File: src/rtl/spi_arbiter.sv
// spi_arbiter: two-requester round-robin arbiter for one SPI byte engine; SPI_ARB_TIMEOUT_EN adds owner-inactivity timeout with lockout
module spi_arbiter #(
    parameter int SS_GAP         = 4,
    parameter int TIMEOUT_CYCLES = 65535
) (
    input  logic       clk,
    input  logic       reset,
    input  logic       req0_req,
    output logic       req0_gnt,
    input  logic       req0_tx_valid,
    input  logic [7:0] req0_tx_data,
    output logic       req0_tx_ready,
    output logic       req0_rx_valid,
    output logic [7:0] req0_rx_data,
    input  logic       req0_rx_ready,
    input  logic       req1_req,
    output logic       req1_gnt,
    input  logic       req1_tx_valid,
    input  logic [7:0] req1_tx_data,
    output logic       req1_tx_ready,
    output logic       req1_rx_valid,
    output logic [7:0] req1_rx_data,
    input  logic       req1_rx_ready,
    output logic       spi_tx_valid,
    output logic [7:0] spi_tx_data,
    input  logic       spi_tx_ready,
    input  logic       spi_rx_valid,
    input  logic [7:0] spi_rx_data,
    output logic       spi_rx_ready,
    output logic       spi_ss,
    output logic       busy,
    output logic       timeout
);
    typedef enum logic [2:0] {S_IDLE, S_OWN0, S_OWN1, S_DRAIN, S_GAP} state_t;

    state_t     r_state;
    logic [1:0] r_pending;
    logic [7:0] r_gap_cnt;
    logic       r_last;
    logic       r_gnt0;
    logic       r_gnt1;
    logic       r_ss;
    logic       r_busy;
    logic       w_own0;
    logic       w_own1;
    logic       w_drain;
    logic       w_full;
    logic       w_tx_hs;
    logic       w_rx_hs;
    logic       w_el0;
    logic       w_el1;
    logic       w_to_hit;

    assign w_own0   = (r_state == S_OWN0);
    assign w_own1   = (r_state == S_OWN1);
    assign w_drain  = (r_state == S_DRAIN);
    assign w_full   = (r_pending == 2'd3);
    assign w_tx_hs  = spi_tx_valid & spi_tx_ready;
    assign w_rx_hs  = spi_rx_valid & spi_rx_ready;
    assign req0_gnt = r_gnt0;
    assign req1_gnt = r_gnt1;
    assign spi_ss   = r_ss;
    assign busy     = r_busy;

    // route byte streams to the owner; late drain bytes go to the last owner and are never back-pressured
    always_comb begin
        spi_tx_valid  = ~w_full & ((w_own0 & req0_tx_valid) | (w_own1 & req1_tx_valid));
        spi_tx_data   = w_own1 ? req1_tx_data : w_own0 ? req0_tx_data : 8'h00;
        req0_tx_ready = w_own0 & spi_tx_ready & ~w_full;
        req1_tx_ready = w_own1 & spi_tx_ready & ~w_full;
        spi_rx_ready  = w_own0 ? req0_rx_ready : w_own1 ? req1_rx_ready : 1'b1;
        req0_rx_valid = spi_rx_valid & (w_own0 | (w_drain & ~r_last));
        req1_rx_valid = spi_rx_valid & (w_own1 | (w_drain & r_last));
        req0_rx_data  = spi_rx_data;
        req1_rx_data  = spi_rx_data;
    end

`ifdef SPI_ARB_TIMEOUT_EN
    logic [15:0] r_to_cnt;
    logic [1:0]  r_lock;
    logic        r_timeout;

    assign w_el0    = req0_req & ~r_lock[0];
    assign w_el1    = req1_req & ~r_lock[1];
    assign w_to_hit = ((w_own0 & req0_req) | (w_own1 & req1_req)) & ~(w_tx_hs | w_rx_hs)
                      & (r_to_cnt == 16'(TIMEOUT_CYCLES - 1));
    assign timeout  = r_timeout;

    // count owner inactivity; on expiry pulse timeout and lock the owner out until it drops req
    always_ff @(posedge clk) begin
        if (reset) begin
            r_to_cnt  <= 16'd0;
            r_lock    <= 2'b00;
            r_timeout <= 1'b0;
        end else begin
            r_to_cnt  <= ((w_own0 | w_own1) & ~(w_tx_hs | w_rx_hs)) ? r_to_cnt + 16'd1 : 16'd0;
            r_timeout <= w_to_hit;
            r_lock[0] <= (r_lock[0] & req0_req) | (w_own0 & w_to_hit);
            r_lock[1] <= (r_lock[1] & req1_req) | (w_own1 & w_to_hit);
        end
    end
`else
    logic w_unused_timeout;

    assign w_el0            = req0_req;
    assign w_el1            = req1_req;
    assign w_to_hit         = 1'b0;
    assign timeout          = 1'b0;
    assign w_unused_timeout = (TIMEOUT_CYCLES != 0);
`endif

    // ownership FSM with registered grant/select/busy and the in-flight byte counter
    always_ff @(posedge clk) begin
        if (reset) begin
            r_state   <= S_IDLE;
            r_pending <= 2'd0;
            r_gap_cnt <= 8'd0;
            r_last    <= 1'b1;
            r_gnt0    <= 1'b0;
            r_gnt1    <= 1'b0;
            r_ss      <= 1'b1;
            r_busy    <= 1'b0;
        end else begin
            r_pending <= r_pending + {1'b0, w_tx_hs & ~w_rx_hs}
                         - {1'b0, w_rx_hs & ~w_tx_hs & (r_pending != 2'd0)};
            case (r_state)
                S_IDLE: begin
                    if (w_el0 & (~w_el1 | r_last)) begin
                        r_state <= S_OWN0;
                        r_gnt0  <= 1'b1;
                        r_last  <= 1'b0;
                        r_ss    <= 1'b0;
                        r_busy  <= 1'b1;
                    end else if (w_el1) begin
                        r_state <= S_OWN1;
                        r_gnt1  <= 1'b1;
                        r_last  <= 1'b1;
                        r_ss    <= 1'b0;
                        r_busy  <= 1'b1;
                    end
                end
                S_OWN0: begin
                    if (~req0_req | w_to_hit) begin
                        r_state <= S_DRAIN;
                        r_gnt0  <= 1'b0;
                    end
                end
                S_OWN1: begin
                    if (~req1_req | w_to_hit) begin
                        r_state <= S_DRAIN;
                        r_gnt1  <= 1'b0;
                    end
                end
                S_DRAIN: begin
                    if (r_pending == 2'd0) begin
                        r_state   <= S_GAP;
                        r_ss      <= 1'b1;
                        r_gap_cnt <= 8'd0;
                    end
                end
                S_GAP: begin
                    if (r_gap_cnt == 8'(SS_GAP - 1)) begin
                        r_state <= S_IDLE;
                        r_busy  <= 1'b0;
                    end else begin
                        r_gap_cnt <= r_gap_cnt + 8'd1;
                    end
                end
                default: r_state <= S_IDLE;
            endcase
        end
    end
endmodule

File: config.mk
export PLATFORM = sky130hd
export DESIGN_NAME = spi_arbiter
export DESIGN_NICKNAME = d
export VERILOG_FILES = /design/src/rtl/spi_arbiter.sv
export SDC_FILE = /design/constraint.sdc
export NUM_CORES = 1
export LEC_CHECK = 0
export CORE_ASPECT_RATIO = 1.75
export CORE_MARGIN = 8
export CORE_UTILIZATION = 39
export DETAILED_ROUTE_END_ITERATION = 10
export GPL_TIMING_DRIVEN = 0
export PLACE_DENSITY = 0.84
export SLEW_MARGIN = 20
export SYNTH_ARGS = -nofsm -noshare
export SYNTH_HDL_FRONTEND = slang
export SYNTH_SLANG_ARGS = --single-unit
export TNS_END_PERCENT = 5
File: constraint.sdc
create_clock -name clk -period 2.5 [get_ports clk]
set_input_delay 0.75 -clock clk [delete_from_list [all_inputs] [get_ports clk]]
set_output_delay 0.75 -clock clk [all_outputs]
set_load 0.1 [all_outputs]
==> Yosys cells after proc, flatten, opt, wreduce, memory -nomap -nowiden <==
Cells that the tools add are included.
Widths: inputs -> output; s select.
{ "word_totals": {"register_bits": 18, "mem_bits_ro": 0, "word_cells": 97, "inputBits": 34, "latchBits": 0, "ramBits": 0, "out_inout_bits": 35, "n_memories": 0} }
{ "classes": {"n_div": 0, "bitwise": 26, "addsub": 3, "reduce_logical": 16, "order_cmp": 0, "n_mul": 0, "eq_ne": 15, "shift": 0, "mux": 29} }
{ "ops": {"columns": ["cell", "count"], "rows": [
  ["$mux 8", 4],
  ["$mux 3", 6],
  ["$and 1x1->1", 17],
  ["$pmux 8 s2", 1],
  ["$pmux 3 s5", 1],
  ["$ne 2x2->1 const B", 7],
  ["$reduce_bool 2->1", 7],
  ["$mux 1", 13],
  ["$reduce_and 3->1", 4],
  ["$add 8x1->8 const B", 1],
  ["$eq 8x2->1 const B", 1],
  ["$pmux 1 s2", 4],
  ["$eq 3x2->1 const B", 2],
  ["$not 1->1", 5],
  ["$reduce_and 5->1", 1],
  ["$or 1x1->1", 4],
  ["$reduce_and 4->1", 1],
  ["$eq 3x1->1 const B", 1],
  ["$eq 3x3->1 const B", 1],
  ["$logic_not 3->1", 1],
  ["$ne 3x3->1 const B", 1],
  ["$add 2x1->2", 1],
  ["$eq 2x2->1 const B", 1],
  ["$logic_not 2->1", 1],
  ["other kinds (3)", 3]
]} }

==> Longest topological paths before layout <==
Gate-level depths: netlist of the first run.
{ "depth": {"word_depth": 9, "depth_mapped": 12, "depth_no_buf": 10} }

==> Worst setup path after synthesis of the first run <==
OpenSTA, ideal clock, no wires.
{ "synth_timing": {"path_type": "input to output", "startpoint": "input req1_tx_valid", "endpoint": "output spi_tx_valid", "path_slack_ns": -1.462, "required_time_ns": 1.750, "arrival_time_ns": 3.212, "path_stages": 3, "path_buffers": 0, "cell_sequence": "nand3b_1 a21oi_1 a21boi_0"} }
{ "synth_between": {"elab_chain_cells": 3} }
{ "synth_lines": {"columns": ["item", "line", "rtl"], "rows": [
  ["start, declared", "18", "input logic req1_tx_valid,"],
  ["$and 1x1->1", "67", "spi_tx_valid = ~w_full & ((w_own0 & req0_tx_valid) | (w_own1 & req1_tx_valid));"],
  ["$or 1x1->1", "67", null],
  ["$and 1x1->1", "67", null],
  ["end, declared", "24", "output logic spi_tx_valid,"]
]} }
No other way between the ends.

==> Worst setup path in the final report of the first run <==
{ "layout_timing": {"startpoint": "input spi_rx_valid", "endpoint": "output req0_rx_valid"} }
{ "layout_between": {"elab_chain_cells": 1} }
{ "layout_lines": {"columns": ["item", "line", "rtl"], "rows": [
  ["start, declared", "27", "input logic spi_rx_valid,"],
  ["$and 1x1->1", "72", "req0_rx_valid = spi_rx_valid & (w_own0 | (w_drain & ~r_last));"],
  ["end, declared", "13", "output logic req0_rx_valid,"]
]} }
No other way between the ends.

==> results of run 1 <==
-- registers in the layout, summed over array words and instances, names as in the netlist --
signal and flops:
r_gap_cnt 8, r_state 3, r_pending 2, busy 1, r_last 1, req0_gnt 1, req1_gnt 1, spi_ss 1
-- layout by cell type (no fill, tap or decap), drive strengths merged, types with 4 or more instances in the layout --
cell type | Yosys | layout
dlymetal6s2s | 0 | 5
and3 | 4 | 4
nor3b | 4 | 4
nand3b | 4 | 4
a21oi | 13 | 13
inv | 5 | 5
nand2 | 11 | 11
nor2 | 16 | 16
o31ai | 7 | 7
buf | 21 | 48
a22oi | 8 | 8
nand3 | 8 | 8
clkdlybuf4s50 | 0 | 21
clkbuf | 5 | 10
o21ai | 6 | 6
dfxtp | 18 | 18
-- cells by family after synthesis --
kind of cell	count (synthesis)
buffers and inverters	31
AND/OR/NAND/NOR	65
AO/OA/AOI/OAI	52
other	1
flip-flops	18
XOR/XNOR	3
adder cells (fa/ha/maj)	3
-- power by group --
group	leakage [uW]	internal [uW]	switching (uW)
logic	0.000753	651	1410
registers	0.000147	354	96.2
clock network	0.0000216	107	94.9
-- worst max-delay path by stage --
| stage | cells past startpoint | endpoint | slack, ns |
|---|---|---|---|
| 6_report | 4 | req0_rx_valid | -0.04 |
| 3_3_place_gp | 5 | req0_tx_ready | -1.10 |
| 4_1_cts | 5 | spi_tx_valid | -0.19 |
| 5_1_grt | 4 | req0_rx_valid | -0.07 |
| 2_1_floorplan | 5 | spi_tx_data[0] | -0.23 |
| 3_5_place_dp | 5 | req0_tx_ready | -1.10 |
-- per-layer routing --
layer  routed length, um  global-route usage (%)  up-vias
met4                  80                   6.212        0
met3                 413                   5.139        6
met1                1696                   15.48      728
met5                   0                       0        -
met2                2439                   29.50       76
li1                    -                       -      745
-- area by class of cell --
class,instances,area share [%]
clock buffer,3,1.879
timing repair buffer,58,29.27
multi-input combinational,124,40.83
tap,45,2.563
inverter,5,0.8542
buffer,26,8.200
sequential,18,16.40
-- worst register-to-register path, stage by stage, from the launching register on --
cell	delay [ns]
dfxtp_1	0.37
clkbuf_4	0.22
clkbuf_4	0.23
nor3b_2	0.25
o21bai_4	0.09
nand2_1	0.10
nand3_1	0.08
ha_1	0.28
inv_1	0.06
ha_4	0.16
xor2_2	0.14
xnor2_1	0.17
nor2_1	0.05
-- metrics by stage --
step                cells  TNS (ns)  cell area, um^2  hold slack, ns  total power [uW]
floorplan             173    -2.228             1370          0.4526              1868
global placement      276    -17.03             2007          0.4391              2258
detailed placement    276    -17.45             2007          0.4529              2284
CTS                   279   -0.7849             2028          0.4613              2505
global route          279   -0.2526             2197          0.4926              2841
finish                279  -0.03749             2197          0.4618              2717
-- what timing repair did --
item / in CTS / in global routing
pin swaps: 2 / 5
endpoints found under the setup margin: 34 / 18
gates resized for setup: 119 / 46
==> reports/qor.txt, run 1 <==
outcome = finished, violations left
failing checks = setup timing
setup slack, reg-to-reg = 0.17 ns
Die ar. = 5576 um^2
DP Worst Slack = -1.098 ns
Worst-path clk slew = 0.06 ns
Finish-stage setup viols = 1
Pwr per Cell Area = 1237 nW/um^2
number of global-route vias before repair = 1,522
Hold Fails Final Rpt = 0
Storage cell area = 360.3 um^2
Tightest Pin Transition = 0.9818 ns
Synth Area in Compound Gates = 26.16%
Fmax = 394.1 MHz
Initial DRC Count = 78
hold_buf cts = 0
gpl congestion = 0.8243
Reg-to-Reg Start = r_state[0]$_SDFFE_PP0P_
Hold Path Cell Cnt = 2
synthesized area per cell = 7.630 um^2
htree depth = 1
DR WL/cell = 16.59 um
Clock Root Buffer = clkbuf_8
Worst Slack Setup Final = -0.03749 ns
R2R Path End = r_pending[1]$_SDFF_PP0_
Die Wd = 59.98 um
Bufs on Longest Clock Path = 2
first-pass GRT wire length = 7113 um
critical path capture point type = primary output
Clock Sinks = 18
max_cap viols = 0
Worst path top cell family by delay = buffers and inverters
peak supply drop = 0.7472 mV
GRT Util Overall = 16.00%
fin crit share = 101.5%
CP Class = input pin to primary output
Worst path max stage delay = 0.51 ns
Hold WC Path Type = flop to flop
Syn. warnings = 0
DP Wirelength = 3611 um
gr ovfl total = 0
Max Slew Vio Count = 0
via count = 1,555
share of cells above drive strength 1 = 34.62%
worst rel slew slack = 34.44%
total wire length = 4630 um
largest cells by area after synthesis = dfxtp_1 (27%), buf_4 (9.7%), a21oi_1 (4.9%), a22oi_1 (4.5%), nor2_1 (4.5%)
unrepaired setup endpoints after global routing = yes
main combinational cell family by area after synthesis = simple AND/OR/NAND/NOR gates
min-delay src = spi_ss$_SDFFE_PP1P_
First-pass DRT Iterations = 4
hold path endpoint = spi_ss$_SDFFE_PP1P_
Row Count = 28
Fillers = 273
top post-synthesis cells by count = dfxtp_1 (18), buf_4 (17), nor2_1 (16)
Antenna diodes = 0
IO buf count = 58
CTS Buf Count = 3
post-CTS repair timing setup buffer count = 0
Post-synth EDFFs = 0
most instantiated library cell after synthesis = dfxtp_1
Synth Area in Adders = 2.844%
sequential share of the synthesized area = 27.30%
syn nets = 210
multiplexer share of the synthesized area = 0%
Setup Skew = 0.001787 ns
initial antenna violation count = 0
cell taking the most area after synthesis = dfxtp_1
drt drc = 0
CP arrival = 1.79 ns
CTS tree = built
fin crit period = 2.537 ns
fin nets = 273
Synth Instances = 173
Post-Synth Simple-Gate Area = 27.58%
startpoint class of the critical path = input pin
FFs w/ async S/R, synth = 0%
Primary FF master, synth = dfxtp_1
worst endpoint required time = 1.75 ns
area taken by multi-input logic gates = 897.1 um^2
Die H = 92.96 um
worst r2r path cells = 12
cell area after synthesis = 1320 um^2
Area Growth Syn to Fin = 66.45%
core area = 3328 um^2
Synth Register Bits = 18
DRT antenna net count = 0
top cell type's share of synthesized area = 27.30%
Critical Path Source = spi_rx_valid
fin util = 66.02%
crit-path max FO = 3
Netlist cell types = 41
I/O Pins = 69
Slowest-stage cell, CP = clkdlybuf4s50_1
Clock Latency Late Sink = 0.25 ns
Crit path buffers/inverters = 2
CP Cell Sequence = clkdlybuf4s50_1 > nand2_1 > a211oi_4 > buf_12
Via density = 5.573
static leakage = 0.0009212 uW
largest net degree at the start of global routing = 11
XOR/XNOR Fraction of Synth Area = 1.991%
starting density of the core = 39.66%
No activity file was read; power rests on OpenSTA's default activity.
==> run 2, diff against run 1 <==
- CORE_UTILIZATION: 39 -> 36
- PLACE_DENSITY: 0.84 -> 0.82
- clock period: 2.5 -> 2.1 ns (I/O delays scaled with it)
==> run 2 against run 1 <==
  * The run still ends with setup timing left
  * Sequential power rose by 27%
  * Cell count rose by 0.72%
  * Hold slack got worse by 0.0082 ns
  * Combinational power rose by 27%
  * Sequential cell count did not move
  * Design area rose by 6.3%
  * Count of clock-buffer cells in the layout did not move
  * Wire length fell by 0.71%
  * Core utilization fell by 0.36 points
  * Largest power group unchanged
==> reports/qor.txt, run 2 (synthesis results as in run 1) <==
Pwr per Cell Area = 1467 nW/um^2 (was 1237 nW/um^2)
Reg-to-Reg Start = r_state[1]$_SDFFE_PP0P_ (was r_state[0]$_SDFFE_PP0P_)
min-delay src = spi_ss$_SDFFE_PP1P_ (unchanged)
Setup Skew = 0.002506 ns (was 0.001787 ns)
drt drc = 0 (unchanged)
Bufs on Longest Clock Path = 2 (unchanged)
max FFs per register = 8 (unchanged)
unrepaired setup endpoints after global routing = yes (unchanged)
initial antenna violation count = 0 (unchanged)
Antenna diodes = 0 (unchanged)
Critical Path Source = r_state[1]$_SDFFE_PP0P_ (was spi_rx_valid)
fin nets = 274 (was 273)
Clock Root Buffer = clkbuf_8 (unchanged)
peak supply drop = 0.9277 mV (was 0.7472 mV)
Fillers = 299 (was 273)
share of cells above drive strength 1 = 40.43% (was 34.62%)
Clk pwr share = 6.9% (was 7.4%)
Area Growth Syn to Fin = 76.87% (was 66.45%)
max_cap viols = 0 (unchanged)
P_sw = 1979 uW (was 1605 uW)
Worst Slack Setup Final = -0.09371 ns (was -0.03749 ns)
I/O Pins = 69 (unchanged)
Via density = 5.413 (was 5.573)
first-pass GRT wire length = 7293 um (was 7113 um)
IO buf count = 58 (unchanged)
static leakage = 0.0009405 uW (was 0.0009212 uW)
DRT antenna net count = 0 (unchanged)
switching share of power = 57.76% (was 59.08%)
Top reg by flops = r_gap_cnt (unchanged)
worst hold slack = 0.4535 ns (was 0.4618 ns)
DP Wirelength = 3616 um (was 3611 um)
setup slack, reg-to-reg = -0.09 ns (was 0.17 ns)
GRT Util Overall = 15.62% (was 16.00%)
CP arrival = 2.31 ns (was 1.79 ns)
Max Slew Vio Count = 0 (unchanged)
fin crit share = 104.5%
via count = 1,521 (was 1,555)
worst rel slew slack = 35.80% (was 34.44%)
final std cells w/o fill = 281 (was 279)
Die H = 96.11 um (was 92.96 um)
Worst-path clk slew = 0.06 ns (about the same)
most common cell after layout, fill and taps aside = buf_4 (unchanged)
htree depth = 1 (unchanged)
number of global-route vias before repair = 1,583 (was 1,522)
outcome = finished, violations left (unchanged)
hold_buf cts = 0 (unchanged)
total wire length = 4597 um (was 4630 um)
Hold WC Path Type = flop to flop (unchanged)
critical path capture point type = flop (was primary output)
area taken by multi-input logic gates = 975.9 um^2 (was 897.1 um^2)
startpoint class of the critical path = flop (was input pin)
Row Count = 29 (was 28)
CTS Buf Count = 3 (unchanged)
Fmax = 455.8 MHz
gpl congestion = 0.8538 (was 0.8243)
sequential share of power = 16.7% (was 16.6%)
Die Wd = 61.78 um (was 59.98 um)
gr ovfl total = 0 (unchanged)
fin util = 65.66% (was 66.02%)
starting density of the core = 37.12% (was 39.66%)
CP Class = flop to flop (was input pin to primary output)
First-pass DRT Iterations = 4 (unchanged)
most frequent cells in the layout = buf_4 (36), clkdlybuf4s50_1 (17), dfxtp_1 (16), buf_12 (12) (was buf_4 (34), clkdlybuf4s50_1 (21), dfxtp_1 (18), nand2_1 (11), a21oi_1 (11))
core area = 3556 um^2 (was 3328 um^2)
DR WL/cell = 16.36 um (was 16.59 um)
Gate power share = 76.4% (was 76.0%)
Clock Latency Late Sink = 0.25 ns (about the same)
Finish-stage setup viols = 13 (was 1)
crit-path max FO = 8 (was 3)
largest registers = r_gap_cnt (8), r_state (3), r_pending (2) (unchanged)
Tightest Pin Transition = 0.9668 ns (was 0.9818 ns)
Hold Fails Final Rpt = 0 (unchanged)
P_int = 1447 uW (was 1112 uW)
Die ar. = 5937 um^2 (was 5576 um^2)
worst endpoint required time = 2.22 ns (was 1.75 ns)
CTS tree = built (unchanged)
Clock Sinks = 18 (unchanged)
failing checks = setup timing (unchanged)
Initial DRC Count = 44 (was 78)
Post-Place Cells = 277 (was 276)
fin crit period = 2.194 ns
largest net degree at the start of global routing = 11 (unchanged)
Storage cell area = 365.4 um^2 (was 360.3 um^2)
[run 2: timing repair]
item,in CTS,in global routing
gates resized for setup,176,30
setup endpoints to repair,36,19
pin swaps,7,10
setup buffers,0,2
[run 2: worst paths after layout]
check                            end  depth (start not counted)
max          r_pending[1]$_SDFF_PP0_                         11
min              spi_ss$_SDFFE_PP1P_                          2
max reg2reg  r_pending[1]$_SDFF_PP0_                         11
min reg2reg      spi_ss$_SDFFE_PP1P_                          2
[run 2: routing by layer]
metal	track usage [%]	vias to the layer above	share of wire [%]
met4	4.780	0	1.8
met3	3.079	9	7.8
li1	-	741	-
met5	0	-	0
met2	30.82	64	55
met1	14.99	707	36
[run 2: worst max-delay path, cell delays in order (launching register included)]
cell      delay, ns
dfxtp_2        0.33
buf_6          0.13
nand3b_1       0.19
a211o_1        0.31
o21ai_2        0.16
a21oi_2        0.09
ha_4           0.26
inv_2          0.03
ha_4           0.16
xor2_2         0.18
xnor2_1        0.15
nor2_1         0.06
[run 2: metrics by stage]
stage | area [um^2] | total power, uW | setup slack (ns) | setup TNS [ns]
5_1_grt | 2335 | 3574 | -0.1969 | -1.414
3_5_place_dp | 2090 | 2828 | -1.293 | -23.13
4_1_cts | 2256 | 3322 | -0.1845 | -1.644
3_3_place_gp | 2090 | 2801 | -1.288 | -22.74
6_report | 2335 | 3426 | -0.09371 | -0.7587
2_1_floorplan | 1451 | 2331 | -0.3197 | -2.541
[run 2: power by group through the flow]
stage          combinational [uW]  clock (uW)  sequential (uW)
4_1_cts                      2540         242              536
2_1_floorplan                1600           0              728
6_report                     2620         236              571
5_1_grt                      2730         261              588
3_3_place_gp                 2280           0              520
3_5_place_dp                 2300           0              523
[run 2: final cells by class]
cell class / count / share of cell area (%)
plain buffers: 25 / 8.574
clock buffers: 3 / 1.768
inverters: 5 / 0.8039
multi-input cells: 124 / 41.80
flip-flops and latches: 18 / 15.65
well taps: 46 / 2.465
repair buffers: 60 / 28.94
